File: config.mk
export PLATFORM = sky130hd
export DESIGN_NAME = deserializer
export DESIGN_NICKNAME = d
export VERILOG_FILES = /design/src/rtl/deserializer.sv
export SDC_FILE = /design/constraint.sdc
export NUM_CORES = 1
export LEC_CHECK = 0
export BUFFER_PORTS_ARGS = -buffer_cell sky130_fd_sc_hd__buf_2
export CAP_MARGIN = 20
export CORE_MARGIN = 1.5
export CORE_UTILIZATION = 35
export CTS_CLUSTER_DIAMETER = 40
export DETAILED_ROUTE_END_ITERATION = 8
export HOLD_SLACK_MARGIN = 0.1
export PLACE_DENSITY_LB_ADDON = 0.1
export RECOVER_POWER = 100
export SLEW_MARGIN = 20
export SYNTH_ARGS = -nofsm -noshare
export SYNTH_HDL_FRONTEND = slang
export SYNTH_SLANG_ARGS = --single-unit
File: constraint.sdc
create_clock -name clk -period 1.2 [get_ports clk]
set_input_delay 0.06 -clock clk [delete_from_list [all_inputs] [get_ports clk]]
set_output_delay 0.06 -clock clk [all_outputs]
set_load 0.03 [all_outputs]
File: src/rtl/deserializer.sv
// Serial-to-parallel converter: rebuilds WIDTH-bit words from an MSB-first bit stream,
// aligned either by reset release or by detecting SYNC_WORD.
module deserializer #(
  parameter int unsigned      WIDTH     = 8,
  parameter bit               USE_SYNC  = 1'b0,
  parameter logic [WIDTH-1:0] SYNC_WORD = 8'hA5
) (
  input  logic             clk,
  input  logic             rst,
  input  logic             data_in,
  input  logic             realign,
  output logic [WIDTH-1:0] data_out,
  output logic             data_valid,
  output logic             locked
);

  localparam int unsigned CNT_W = $clog2(WIDTH);
  localparam logic [CNT_W-1:0] CNT_ZERO = CNT_W'(0);
  localparam logic [CNT_W-1:0] CNT_ONE  = CNT_W'(1);
  localparam logic [CNT_W-1:0] CNT_LAST = CNT_W'(WIDTH - 1);

  typedef enum logic [0:0] {
    HUNT   = 1'b0,
    LOCKED = 1'b1
  } state_t;

  // Only WIDTH-1 history bits are kept: the oldest bit falls out of every new word.
  logic [WIDTH-2:0] sr_q, sr_d;
  logic [CNT_W-1:0] cnt_q, cnt_d;
  logic [WIDTH-1:0] data_out_q, data_out_d;
  logic             data_valid_q, data_valid_d;
  logic             locked_q, locked_d;
  state_t           state_q, state_d;
  logic [WIDTH-1:0] nxt_s;

  // Next-state computation for shift path, word counter and alignment FSM
  always_comb begin
    nxt_s        = {sr_q, data_in};
    sr_d         = nxt_s[WIDTH-2:0];
    cnt_d        = cnt_q;
    data_out_d   = data_out_q;
    data_valid_d = 1'b0;
    locked_d     = locked_q;
    state_d      = state_q;

    if (realign) begin
      if (USE_SYNC) begin
        cnt_d    = CNT_ZERO;
        state_d  = HUNT;
        locked_d = 1'b0;
      end else begin
        // The bit sampled on this edge already counts as the MSB of the new word.
        cnt_d    = CNT_ONE;
        locked_d = 1'b1;
      end
    end else if (USE_SYNC && (state_q == HUNT)) begin
      if (nxt_s == SYNC_WORD) begin
        state_d  = LOCKED;
        locked_d = 1'b1;
        cnt_d    = CNT_ZERO;
      end else begin
        state_d  = HUNT;
      end
    end else begin
      locked_d = 1'b1;
      if (cnt_q == CNT_LAST) begin
        data_out_d   = nxt_s;
        data_valid_d = 1'b1;
        cnt_d        = CNT_ZERO;
      end else begin
        cnt_d        = cnt_q + CNT_ONE;
      end
    end
  end

  // State registers with synchronous reset taking priority over all inputs
  always_ff @(posedge clk) begin
    if (rst) begin
      sr_q         <= '0;
      cnt_q        <= CNT_ZERO;
      data_out_q   <= '0;
      data_valid_q <= 1'b0;
      locked_q     <= 1'b0;
      state_q      <= HUNT;
    end else begin
      sr_q         <= sr_d;
      cnt_q        <= cnt_d;
      data_out_q   <= data_out_d;
      data_valid_q <= data_valid_d;
      locked_q     <= locked_d;
      state_q      <= state_d;
    end
  end

  assign data_out   = data_out_q;
  assign data_valid = data_valid_q;
  assign locked     = locked_q;

endmodule

==> metrics.md <==
| Metric | Value |
|---|---|
| Status | `complete, but fails checks` |
| Failing checks | `setup timing` |
| Sw Share | `0.207` |
| Utilization after layout | `0.477` |
| Cell chain of the critical path | `ha_4 > ha_4 > buf_6 > and4bb_2 > a31o_2` |
| Cell variety after synth | `16` |
| Final min period | `1280 ps` |
| Post-Layout Cell Count | `104` |
| Area added between synthesis and finish | `30.1%` |
| Max-cap violations | `0` |
| Drt pass-1 iters | `4` |
| Most used cell, CP | `ha_4` |
| GRT Residual Overflow | `0` |
| Fin. Hold Viols | `0` |
| Gpl congestion | `0.634` |
| Post-synthesis adder-cell area fraction | `0.0351` |
| # rows | `16` |
| Unrepaired setup endpoints after global routing | `true` |
| CP top delay family | `flip-flops` |
| Clk network pwr share | `0.346` |
| Initial drt markers | `2` |
| Xor/xnor share of the synthesized area | `0` |
| Pwr Density | `roughly 1200 nW/um^2` |
| Die Y-Extent | `48.1 um` |
| Final HPWL DP | `~670 um` |
| Gr usage total | `0.111` |
| Final setup violation count | `8` |
| Comb pwr share | `0.044` |
| IO Port Bufs | `13` |
| Wire per inst | `9.93 um` |
| Worst-Margin Slew | `685 ps` |
| Hold/Removal Path Class | `input port to register` |
| Register share of total power | `0.609` |
| First-pass GRT wire length | `1.64 mm` |
| Tot Pwr | `1.12 mW` |
| Reg2Reg Depth | `5` |
| Layout cells sized above 1 | `0.338` |
| Syn nets | `61` |
| Largest net degree at the start of global routing | `19` |
| Die ar. | `around 2300 sq um` |
| Final nets | `between 80 and 90` |
| Leakage power | `between 0.4 and 0.5 nW` |
| Sequential area share after synthesis | `0.562` |
| Rel. slew slack | `0.544` |
| Final worst setup slack | `-80.9 ps` |
| Clock Pin Slew Worst Setup and Hold Paths | `110 ps` |
| Critical Setup Path Class | `register to register` |
| Hold_ws | `300 ps` |
| Via count | `426` |
| Buf/Inv on CP | `1` |
| Worst skew pair latency | `300 ps` |
| Final Cycle Share | `1.07` |
| Reg2reg setup slack | `-80 ps` |
| Clock Sinks | `20` |
| Max Clk Rate | `just under 800 MHz` |
| Core region area | `1940 sq um` |
| Filler cell count | `192` |
| RR Startpoint | `cnt_q[0]` |
| VDD IR max | `0.706 mV` |
| Max Root-Sink Buffers | `2` |
| Vias per cell | `4.10` |
| CTS Buf Count | `3` |
| Synthesized flop and latch total | `20` |
| Ports | `14` |
| CP Launch Point | `cnt_q[0]` |
| WL final | `1.03 mm` |
| Compound-Gate Fraction of Synth Area | `0.0228` |
| Synth Area in Simple Gates | `0.200` |
| Vias in the first global route | `377` |
| Clock Skew | `between 2 and 3 ps` |
| Slew Viols, Final | `0` |
| CTS tree | `built` |
| Final ANT Viol Nets | `0` |
| Crit end category | `register` |
| Pint | `0.886 mW` |
| Commonest non-fill, non-tap cells in the layout | `18 x dfxtp_1, 11 x clkbuf_1, 8 x nor2b_1, 7 x mux2_4, 6 x and2b_1` |
| Slowest-stage cell, CP | `dfxtp_2` |
| R2R Path End | `data_out[7]` |
| Worst path required time | `1400 ps` |
| Crit path DAT | `1480 ps` |
| Chip width | `about 48 um` |
| Synthesized instance count | `55` |
| N_diodes | `0` |
| Setup TNS | `-478 ps` |
| Most common cell after layout, fill and taps aside | `dfxtp_1` |
| CP endpoint | `data_out[7]` |
| Crit path largest cell delay | `350 ps` |
| Root Buffer | `clkbuf_4` |
| Netlist Area Pre-Place | `712 sq um` |
| Synth Area per Inst | `12.9 sq um` |
| CP Max Fanout | `4` |
| Switching Power | `0.231 mW` |
| Stages on the worst setup path | `5` |
| DP Cell Count | `96` |
| Yosys Warn Count | `0` |
| Setup crit start kind | `register` |
| Starting Density | `0.367` |
| Mux share of post-synthesis cell area | `0.148` |
| Antenna violations before repair | `0` |
| Dominant combinational cell family by area after synthesis | `simple AND/OR/NAND/NOR gates` |
| Htree depth | `1` |
| Residual DRC | `0` |
==> logic make-up after synthesis <==
logic type	count (synthesis)
AND/OR/NAND/NOR	21
adder cells (fa/ha/maj)	2
multiplexers	7
buffers and inverters	3
flip-flops	20
AO/OA/AOI/OAI	2
==> state kept, by name (all words and copies together), names as in the netlist <==
signal and cells:
data_out 8, sr_q 7, cnt_q 3, data_valid 1, locked 1
==> worst reg2reg max path, cell delays in order, from the launching register on <==
cell and delay (ps):
dfxtp_2 350, ha_4 160, ha_4 160, buf_6 120
and4bb_2 200, a31o_2 200
==> repair_timing <==
action,4_1_cts,5_1_grt
resized for setup,2,1
hold buffers,2,0
setup buffers,1,1
setup endpoints to repair,8,11
pin swaps,1,2
hold endpoints to repair,3,0
==> Yosys cell counts <==
cell type,number,area [sq um]
a31o_2,1,8.76
and2_1,2,12.5
and2b_1,6,45.0
and4bb_2,1,12.5
buf_4,1,7.51
buf_6,1,11.3
dfxtp_1,20,400
ha_1,2,25.0
inv_1,1,3.75
mux2_4,7,105
nand2b_1,1,6.26
nor2_1,1,3.75
nor2b_1,8,50.1
nor3_1,1,5.00
nor3b_1,1,7.51
o21a_1,1,7.51
==> worst min-delay path by stage <==
stage | from | endpoint | slack (ps) | depth (start not counted)
CTS | rst | locked | 110 | 2
detailed placement | data_in | sr_q[0] | 300 | 2
global route | rst | locked | 340 | 2
floorplan | realign | data_valid | 140 | 1
finish | rst | locked | 300 | 2
global placement | realign | data_valid | 300 | 2
==> per-layer routing <==
layer	vias to the layer above	wire, um	part of all wire	global-route usage
li1	225	-	-	-
met1	191	530	0.51	0.157
met2	8	448	0.43	0.133
met3	2	38	0.037	0.0444
met4	0	15	0.015	0.0811
met5	-	0	0	0
==> stage by stage <==
step,cell area [sq um],worst slack [ps]
final,926,-80.9
after global routing,926,-108
after CTS,930,-83.1
after detailed placement,855,-111
after global placement,855,-106
after floorplan,739,-47.5
==> power groups by stage <==
stage	Combinational, mW	Sequential, mW	Clock, mW
floorplan	0.0236	0.700	0
global route	0.0560	0.683	0.432
detailed placement	0.0413	0.696	0
global placement	0.0407	0.696	0
finish	0.0493	0.681	0.387
CTS	0.0470	0.681	0.409
==> cell type report <==
class / count / area (sq um) / share of cell area
clock buffer: 4 / 36.3 / 0.0392
inverter: 1 / 3.75 / 0.00405
multi-input combinational: 32 / 324 / 0.350
sequential: 20 / 403 / 0.435
tap: 27 / 33.8 / 0.0365
timing repair buffer: 20 / 125 / 0.135
(Power assumes the default switching activity.)
